[src/rtl/pattern_pkg.sv]
// Shared definitions for the pattern sequencer and the offset stage:
// FSM state encoding, step-mode codes and the default coordinate width.
package pattern_pkg;

  // Coordinate width used by the offset stage
  localparam int CW_DEFAULT = 12;

  // Sequencer FSM states
  typedef enum logic [1:0] {
    IDLE = 2'd0,
    RUN  = 2'd1,
    DONE = 2'd2
  } state_t;

  // X step-mode codes
  localparam logic [1:0] ZERO  = 2'b00;
  localparam logic [1:0] ONE   = 2'b01;
  localparam logic [1:0] FOUR  = 2'b10;
  localparam logic [1:0] EIGHT = 2'b11;

endpackage

[src/rtl/pattern_step_dec.sv]
// Step-mode decoder: maps the 2-bit X step mode onto the pixel delta.
// The offset stage instantiates this same decoder so both sides agree.
module pattern_step_dec
  import pattern_pkg::*;
(
  input  logic [1:0] i_mode,
  output logic [3:0] o_delta
);

  // Pure lookup of the X increment for each step mode
  always_comb begin
    o_delta = 4'd0;
    case (i_mode)
      ZERO:    o_delta = 4'd0;
      ONE:     o_delta = 4'd1;
      FOUR:    o_delta = 4'd4;
      EIGHT:   o_delta = 4'd8;
      default: o_delta = 4'd0;
    endcase
  end

endmodule

[src/rtl/pattern_line_seq.sv]
// Raster sequencer: takes one rectangle/line command, walks it one pixel
// per cycle towards the offset stage and pulses done when finished.
module pattern_line_seq
  import pattern_pkg::*;
#(
  parameter int CW = CW_DEFAULT
) (
  input  logic          clk,
  input  logic          rst_n,
  input  logic          cmd_valid,
  output logic          cmd_ready,
  input  logic [CW-1:0] cmd_x0,
  input  logic [CW-1:0] cmd_y0,
  input  logic [CW-1:0] cmd_len,
  input  logic [CW-1:0] cmd_rows,
  input  logic [1:0]    cmd_mode,
  input  logic          stall,
  output logic          add_enb,
  output logic [1:0]    add_mode,
  output logic [CW-1:0] add_base,
  output logic [CW-1:0] add_y,
  output logic          busy,
  output logic          done
);

  state_t        r_state;
  state_t        w_nextState;

  logic [CW-1:0] r_x0;
  logic [CW-1:0] r_len;
  logic [1:0]    r_mode;
  logic [CW-1:0] r_xCur;
  logic [CW-1:0] r_yCur;
  logic [CW-1:0] r_pxLeft;
  logic [CW-1:0] r_rowsLeft;

  logic [3:0]    w_delta;
  logic [CW-1:0] w_deltaExt;
  logic          w_accept;
  logic          w_advance;
  logic          w_emptyCmd;
  logic          w_morePx;
  logic          w_moreRows;

  pattern_step_dec u_stepDec (
    .i_mode  (r_mode),
    .o_delta (w_delta)
  );

  assign w_deltaExt = CW'(w_delta);
  assign w_emptyCmd = (cmd_len == '0) || (cmd_rows == '0);
  assign w_morePx   = (r_pxLeft > CW'(1));
  assign w_moreRows = (r_rowsLeft > CW'(1));

  // State register; reset aborts any command in flight
  always_ff @(posedge clk or negedge rst_n) begin
    if (!rst_n) begin
      r_state <= IDLE;
    end else begin
      r_state <= w_nextState;
    end
  end

  // Next-state logic plus the accept/advance strobes that drive the datapath
  always_comb begin
    w_nextState = r_state;
    w_accept    = 1'b0;
    w_advance   = 1'b0;
    case (r_state)
      IDLE: begin
        w_accept = cmd_valid;
        if (cmd_valid) begin
          w_nextState = w_emptyCmd ? DONE : RUN;
        end
      end
      RUN: begin
        w_advance = !stall;
        if (!stall && !w_morePx && !w_moreRows) begin
          w_nextState = DONE;
        end
      end
      DONE: begin
        w_nextState = IDLE;
      end
      default: begin
        w_nextState = IDLE;
      end
    endcase
  end

  // Command latch and X/Y/count walk; a stalled cycle leaves everything frozen
  always_ff @(posedge clk or negedge rst_n) begin
    if (!rst_n) begin
      r_x0       <= '0;
      r_len      <= '0;
      r_mode     <= '0;
      r_xCur     <= '0;
      r_yCur     <= '0;
      r_pxLeft   <= '0;
      r_rowsLeft <= '0;
    end else if (w_accept) begin
      r_x0       <= cmd_x0;
      r_len      <= cmd_len;
      r_mode     <= cmd_mode;
      r_xCur     <= cmd_x0;
      r_yCur     <= cmd_y0;
      r_pxLeft   <= cmd_len;
      r_rowsLeft <= cmd_rows;
    end else if (w_advance) begin
      if (w_morePx) begin
        r_xCur   <= r_xCur + w_deltaExt;
        r_pxLeft <= r_pxLeft - CW'(1);
      end else if (w_moreRows) begin
        r_xCur     <= r_x0;
        r_yCur     <= r_yCur + CW'(1);
        r_pxLeft   <= r_len;
        r_rowsLeft <= r_rowsLeft - CW'(1);
      end
    end
  end

  assign cmd_ready = (r_state == IDLE);
  assign busy      = (r_state != IDLE);
  assign done      = (r_state == DONE);
  assign add_enb   = (r_state == RUN) && !stall;
  assign add_base  = r_xCur;
  assign add_y     = r_yCur;
  assign add_mode  = r_mode;

endmodule

[config.mk]
export PLATFORM = sky130hd
export DESIGN_NAME = pattern_line_seq
export DESIGN_NICKNAME = d
export VERILOG_FILES = /design/src/rtl/pattern_pkg.sv /design/src/rtl/pattern_step_dec.sv /design/src/rtl/pattern_line_seq.sv
export SDC_FILE = /design/constraint.sdc
export NUM_CORES = 1
export LEC_CHECK = 0
export CORE_MARGIN = 4
export CORE_UTILIZATION = 40
export CTS_BUF_LIST = sky130_fd_sc_hd__clkbuf_8 sky130_fd_sc_hd__clkbuf_16
export CTS_CLUSTER_SIZE = 14
export DETAILED_ROUTE_END_ITERATION = 10
export PLACE_DENSITY = 0.61
export SLEW_MARGIN = 20
export SYNTH_ARGS = -nofsm -noshare
export SYNTH_HDL_FRONTEND = slang
export SYNTH_SLANG_ARGS = --single-unit
[constraint.sdc]
create_clock -name clk -period 3.03 [get_ports clk]
set_input_delay 0.4545 -clock clk [delete_from_list [all_inputs] [get_ports clk]]
set_output_delay 0.4545 -clock clk [all_outputs]
set_load 0.005 [all_outputs]
-- Word-level counts from Yosys, hierarchy flattened
Cells that the tools add are included.
- $add $sub $neg: 4
- order comparisons: 2
- equality and inequality tests: 8
- muxes and demuxes: 23
- reductions and logical operators: 18
- operators with widths (operator ; count):
    $mux 12 ; 16
    $gt 12x1->1 const B ; 2
    $logic_not 12->1 ; 2
    $sub 12x1->12 const B ; 2
    $pmux 4 s4 ; 1
    $add 12x1->12 const B ; 1
    $add 12x4->12 ; 1
    $eq 2x2->1 const B ; 3
    $mux 2 ; 3
    $ne 2x2->1 const B ; 3
    $reduce_bool 2->1 ; 3
    $eq 2x1->1 const B ; 2
    $logic_not 2->1 ; 2
    $pmux 2 s2 ; 1
    $reduce_and 2->1 ; 2
    $logic_and 1x1->1 ; 3
    $logic_not 1->1 ; 3
    $reduce_and 3->1 ; 1
    $reduce_bool 3->1 ; 1
    $mux 1 ; 2
    $logic_or 1x1->1 ; 1
- register bits: 76
- input bits: 54
- output and inout port bits: 30
- logic and storage cells: 63

-- Longest topological paths before layout
- word-level depth: 6
- gate-level depth with buffers: 9
- gate-level depth less buffers: 8

-- Modules after synthesis
A second synthesis with hierarchy kept.
- cell total of the unflattened synthesis: 517
- area total of the unflattened synthesis: 4327.9 um^2
- modules (own cells, without submodules) (module ; instances ; cells each ; area an instance (um^2) ; seq. area each (um^2)):
    pattern_line_seq ; 1 ; 512 ; 4294.1 ; 1901.8
    pattern_step_dec ; 1 ; 5 ; 33.8 ; 0.0

-- Worst setup path before layout
Ideal clock, no wire load.
- kind: flip-flop to flip-flop
- from: reg r_rowsLeft[9]
- to: reg r_xCur[4], in the netlist add_base[4]
- setup time: 125 ps
- arrival: 2163 ps
- path slack: 742 ps
- cell stages (with the launch flop): 6
- clock period less this slack: 2288 ps
- cell sequence: dfrtp_1 or4_4 or4_4 o31ai_4 nand2_4 mux2_4
- longest elaborated chain between the ends: 3
- RTL lines (item ; line ; source):
    start: declaration ; pattern_line_seq.sv:35 ; logic [CW-1:0] r_rowsLeft;
    start signal: assignment ; pattern_line_seq.sv:108 ; r_rowsLeft <= cmd_rows;
    start signal: assignment ; pattern_line_seq.sv:117 ; r_rowsLeft <= r_rowsLeft - CW'(1);
    $gt 12x1->1 ; pattern_line_seq.sv:53 ; assign w_moreRows = (r_rowsLeft > CW'(1));
    $reduce_bool 3->1 (no line) ; - ;
    $reduce_and 2->1 (no line) ; - ;
    end signal: assignment ; pattern_line_seq.sv:105 ; r_xCur <= cmd_x0;
    end signal: assignment ; pattern_line_seq.sv:111 ; r_xCur <= r_xCur + w_deltaExt;
    end signal: assignment ; pattern_line_seq.sv:114 ; r_xCur <= r_x0;
    end: declaration ; pattern_line_seq.sv:32 ; logic [CW-1:0] r_xCur;
No other way between the ends.
A chain may end at the register's enable or synchronous reset.

-- Worst setup path after layout
- from: reg r_pxLeft[2]
- to: reg r_xCur[3], in the netlist add_base[3]
- longest elaborated chain between the ends: 4
- RTL lines (item ; line ; source):
    start: declaration ; pattern_line_seq.sv:34 ; logic [CW-1:0] r_pxLeft;
    start signal: assignment ; pattern_line_seq.sv:107 ; r_pxLeft <= cmd_len;
    start signal: assignment ; pattern_line_seq.sv:112 ; r_pxLeft <= r_pxLeft - CW'(1);
    start signal: assignment ; pattern_line_seq.sv:116 ; r_pxLeft <= r_len;
    $gt 12x1->1 (*) ; pattern_line_seq.sv:52 ; assign w_morePx = (r_pxLeft > CW'(1));
    $mux 12 ; pattern_line_seq.sv:110 ; if (w_morePx) begin
    $mux 12 ; pattern_line_seq.sv:109 ; end else if (w_advance) begin
    $mux 12 ; pattern_line_seq.sv:101 ; end else if (w_accept) begin
Mark *: on every way between the ends. The rest lies on a longest branch, timed or not. The select of a mux whose other input is x is not followed.

==> impl_metrics.py <==
metrics = {
    "die": {
        "ios": 84,
        "start_util": 0.4119,
        "dieArea_mm2": 0.01297,
        "fp.dieH_um": 113.9,
        "num_rows": 38,
        "die_w_um": 113.9,
        "core-area_mm2": 0.01089,
    },
    "placed_design": {
        "hpwl_mm": 9.354,
        "place.gp.congestion": 0.9329,
        "placedCellCount": 729,
        "numPortBuffers": 83,
        "dpl_cell_area_mm2": 0.005527,
    },
    "setup_path": {
        "crit_arrival_ns": 2.80,
        "required_ns": 3.27,
        "crit_start": "r_pxLeft[2]",
        "critPathMaxStageDelay_ns": 0.60,
        "cpMostUsedCell": "or3_1",
        "crit_path_end_kind": "flip-flop",
        "r2r_slack_ns": 0.47,
        "critPathSlowestCell": "or3_1",
        "worst_path_dominant_cell_family": "simple AND/OR/NAND/NOR gates",
        "path_buf_inv": 0,
        "path_cells": "or3_1, or3_1, o21ai_1, o221ai_1, mux2_4",
        "r2r-end": "add_base[3]",
        "crit_fanout": 13,
        "ff2ff_path_depth": 5,
        "timing.rr.start": "r_pxLeft[2]",
        "cp-start-kind": "flip-flop",
        "critPathKind": "flip-flop to flip-flop",
        "worst-path-stages": 5,
    },
    "clock_network": {
        "clock_path_buffers": 2,
        "cts_tree": "done",
        "cts_setup_buffers": 0,
        "cts-htree-levels": 3,
        "clock_latency_ns": 0.36,
        "cts.hold.buffers_added": 0,
        "clkTransAtPathRegs_ns": 0.08,
        "numCtsBuffers": 9,
        "ctsResizeCount": 0,
        "clkSinkCount": 76,
        "clock_tree.root_cell": "clkbuf_8",
    },
    "power": {
        "p_per_area_mw_per_mm2": 695.0,
        "leakage_uw": 0.002322,
        "irDropWorstVdd_mv": 0.3560,
    },
    "global_routing": {
        "grt_pass1_wl_mm": 21.92,
        "grt_usage": 0.2109,
        "antenna_found_initial": 0,
        "grt_max_degree": 77,
        "grt_pass1_vias": 4308,
        "overflow": 0,
    },
    "timing": {
        "min_period_ns": 2.558,
        "fmax_mhz": 390.9,
        "finalCritPeriodShare": 0.8444,
        "relSlewSlack": 0.5251,
        "worst_clock_skew_ns": 0.007666,
        "drv_slew": 0,
        "setup_viol": 0,
        "timing.setup.tns_ns": 0,
        "max_slew.worst_pin.slew_ns": 0.7124,
        "rsz0062_at_grt": "false",
        "hold_violations": 0,
    },
    "logic_synthesis": {
        "synth.distinct_cells": 65,
        "synth-seq-area-share": 0.4241,
        "synth-seq-cells": 76,
        "mappedNetlistNets": 580,
        "synth_edf_count": 0,
        "syn_inst": 517,
        "ys_warn_count": 0,
        "syn_avg_cell_area_um2": 8.674,
        "synth_ff_type": "dfrtp_1",
        "synthArstFlopShare": 1.000,
        "syn_area_mm2": 0.004484,
    },
    "route": {
        "drc_errors": 0,
        "drtIter0Drc": 248,
        "wl_mm": 13.14,
        "drtAntennaViolNets": 0,
        "drt_pass1_iterations": 5,
        "via_per_inst": 5.899,
        "wl_per_cell_um": 17.66,
        "vias": 4389,
    },
    "layout": {
        "final_net_count": 663,
        "layout_commonest_cell": "nand2_1",
        "n_fill_cell": 1056,
        "area_delta_synth_final_pct": 27.57,
        "n_antenna_cell": 0,
        "final_cell_mix": "90 x nand2_1, 82 x clkdlybuf4s50_1, 76 x dfrtp_1",
        "register_area_mm2": 0.001902,
        "stdcell_count": 744,
        "multiInputGateArea_mm2": 0.002425,
        "drive_gt1_frac": 0.09272,
        "fin_area_mm2": 0.005720,
    },
    "run": {
        "drv_cap": 0,
    },
    "status": {
        "status": "finished clean",
    },
    "hold_path": {
        "hp-class": "primary input to async pin",
    },
}
-- registers in the layout (all words and copies together) (netlist names) --
signal and count:
add_base 12, add_y 12, r_pxLeft 12, add_mode 2, r_rowsLeft 12, r_state 2, r_x0 12, r_len 12
-- per-layer routing --
layer,global-route usage,share of wire,vias up
li1,-,-,2087
met1,0.2986,0.46,2122
met2,0.3282,0.46,162
met3,0.03554,0.064,18
met4,0.07205,0.014,0
met5,0,0,-
-- worst register-to-register path, cell delays in order, from the launching register on --
cell	delay, ns
dfrtp_1	0.46
or3_1	0.43
or3_1	0.60
o21ai_1	0.49
o221ai_1	0.18
mux2_4	0.28
-- cells by family (layout without fill, tap and decap cells) --
logic type	Yosys count	count (layout)	share of synthesized area
and+or+nand+nor	251	251	0.2899
AOI/OAI and AO/OA	123	123	0.1895
DFF	76	76	0.4241
buffers and inverters	42	129	0.03683
xor gates and xnor gates	12	12	0.02344
adders and majority gates	9	9	0.02511
muxes	4	4	0.01116
-- how the worst max path moves through the flow --
| stage | end | slack (ns) |
|---|---|---|
| 2_1_floorplan | add_base[4] | 0.74 |
| 3_3_place_gp | add_base[4] | 0.58 |
| 3_5_place_dp | add_base[4] | 0.50 |
| 4_1_cts | add_base[3] | 0.49 |
| 5_1_grt | add_base[3] | 0.25 |
| 6_report | add_base[3] | 0.47 |
-- where the power goes --
part | switching, uW | internal, uW
Sequential | 374 | 1360
Combinational | 682 | 775
Clock | 388 | 394
-- synthesized netlist by cell type, types with 3 or more instances --
cell,instances,area [um2]
a211oi_1,6,45.04
a21oi_1,6,30.03
a22oi_1,5,37.54
a31oi_1,28,175.2
and2_1,3,18.77
and3_1,8,50.05
buf_2,6,30.03
clkbuf_1,21,78.83
dfrtp_1,76,1902
ha_1,9,112.6
inv_1,12,45.04
nand2_1,90,337.8
nand3_1,17,85.08
nand4_1,5,31.28
nor2_1,40,150.1
nor2b_1,4,25.02
nor3_1,16,80.08
nor4_1,13,81.33
o211ai_1,7,52.55
o21ai_0,16,80.08
o21ai_1,9,45.04
o22ai_1,7,43.79
o31ai_1,15,112.6
o41ai_1,3,26.28
or2_2,4,25.02
or3_1,18,112.6
or4_1,12,90.09
or4_4,3,33.78
xnor2_1,6,52.55
xor2_1,6,52.55
-- area by class of cell --
class	instances	area share
multi-input combinational	399	0.4239
clock buffer	10	0.02406
inverter	13	0.008530
tap	140	0.03062
sequential	76	0.3325
clock inverter	5	0.009186
timing repair buffer	101	0.1713
-- per-stage QoR --
step | hold WS (ns) | total power (uW) | util | setup slack [ns]
after detailed placement | 0.4613 | 3193 | 0.5076 | 0.5025
after global placement | 0.4569 | 3150 | 0.5076 | 0.5828
final | 0.1226 | 3976 | 0.5254 | 0.4716
after CTS | 0.3028 | 3984 | 0.5251 | 0.4895
after global routing | 0.1718 | 4262 | 0.5254 | 0.2529
after floorplan | 0.1589 | 2532 | - | 0.7422
No activity file was read; power rests on OpenSTA's default activity.
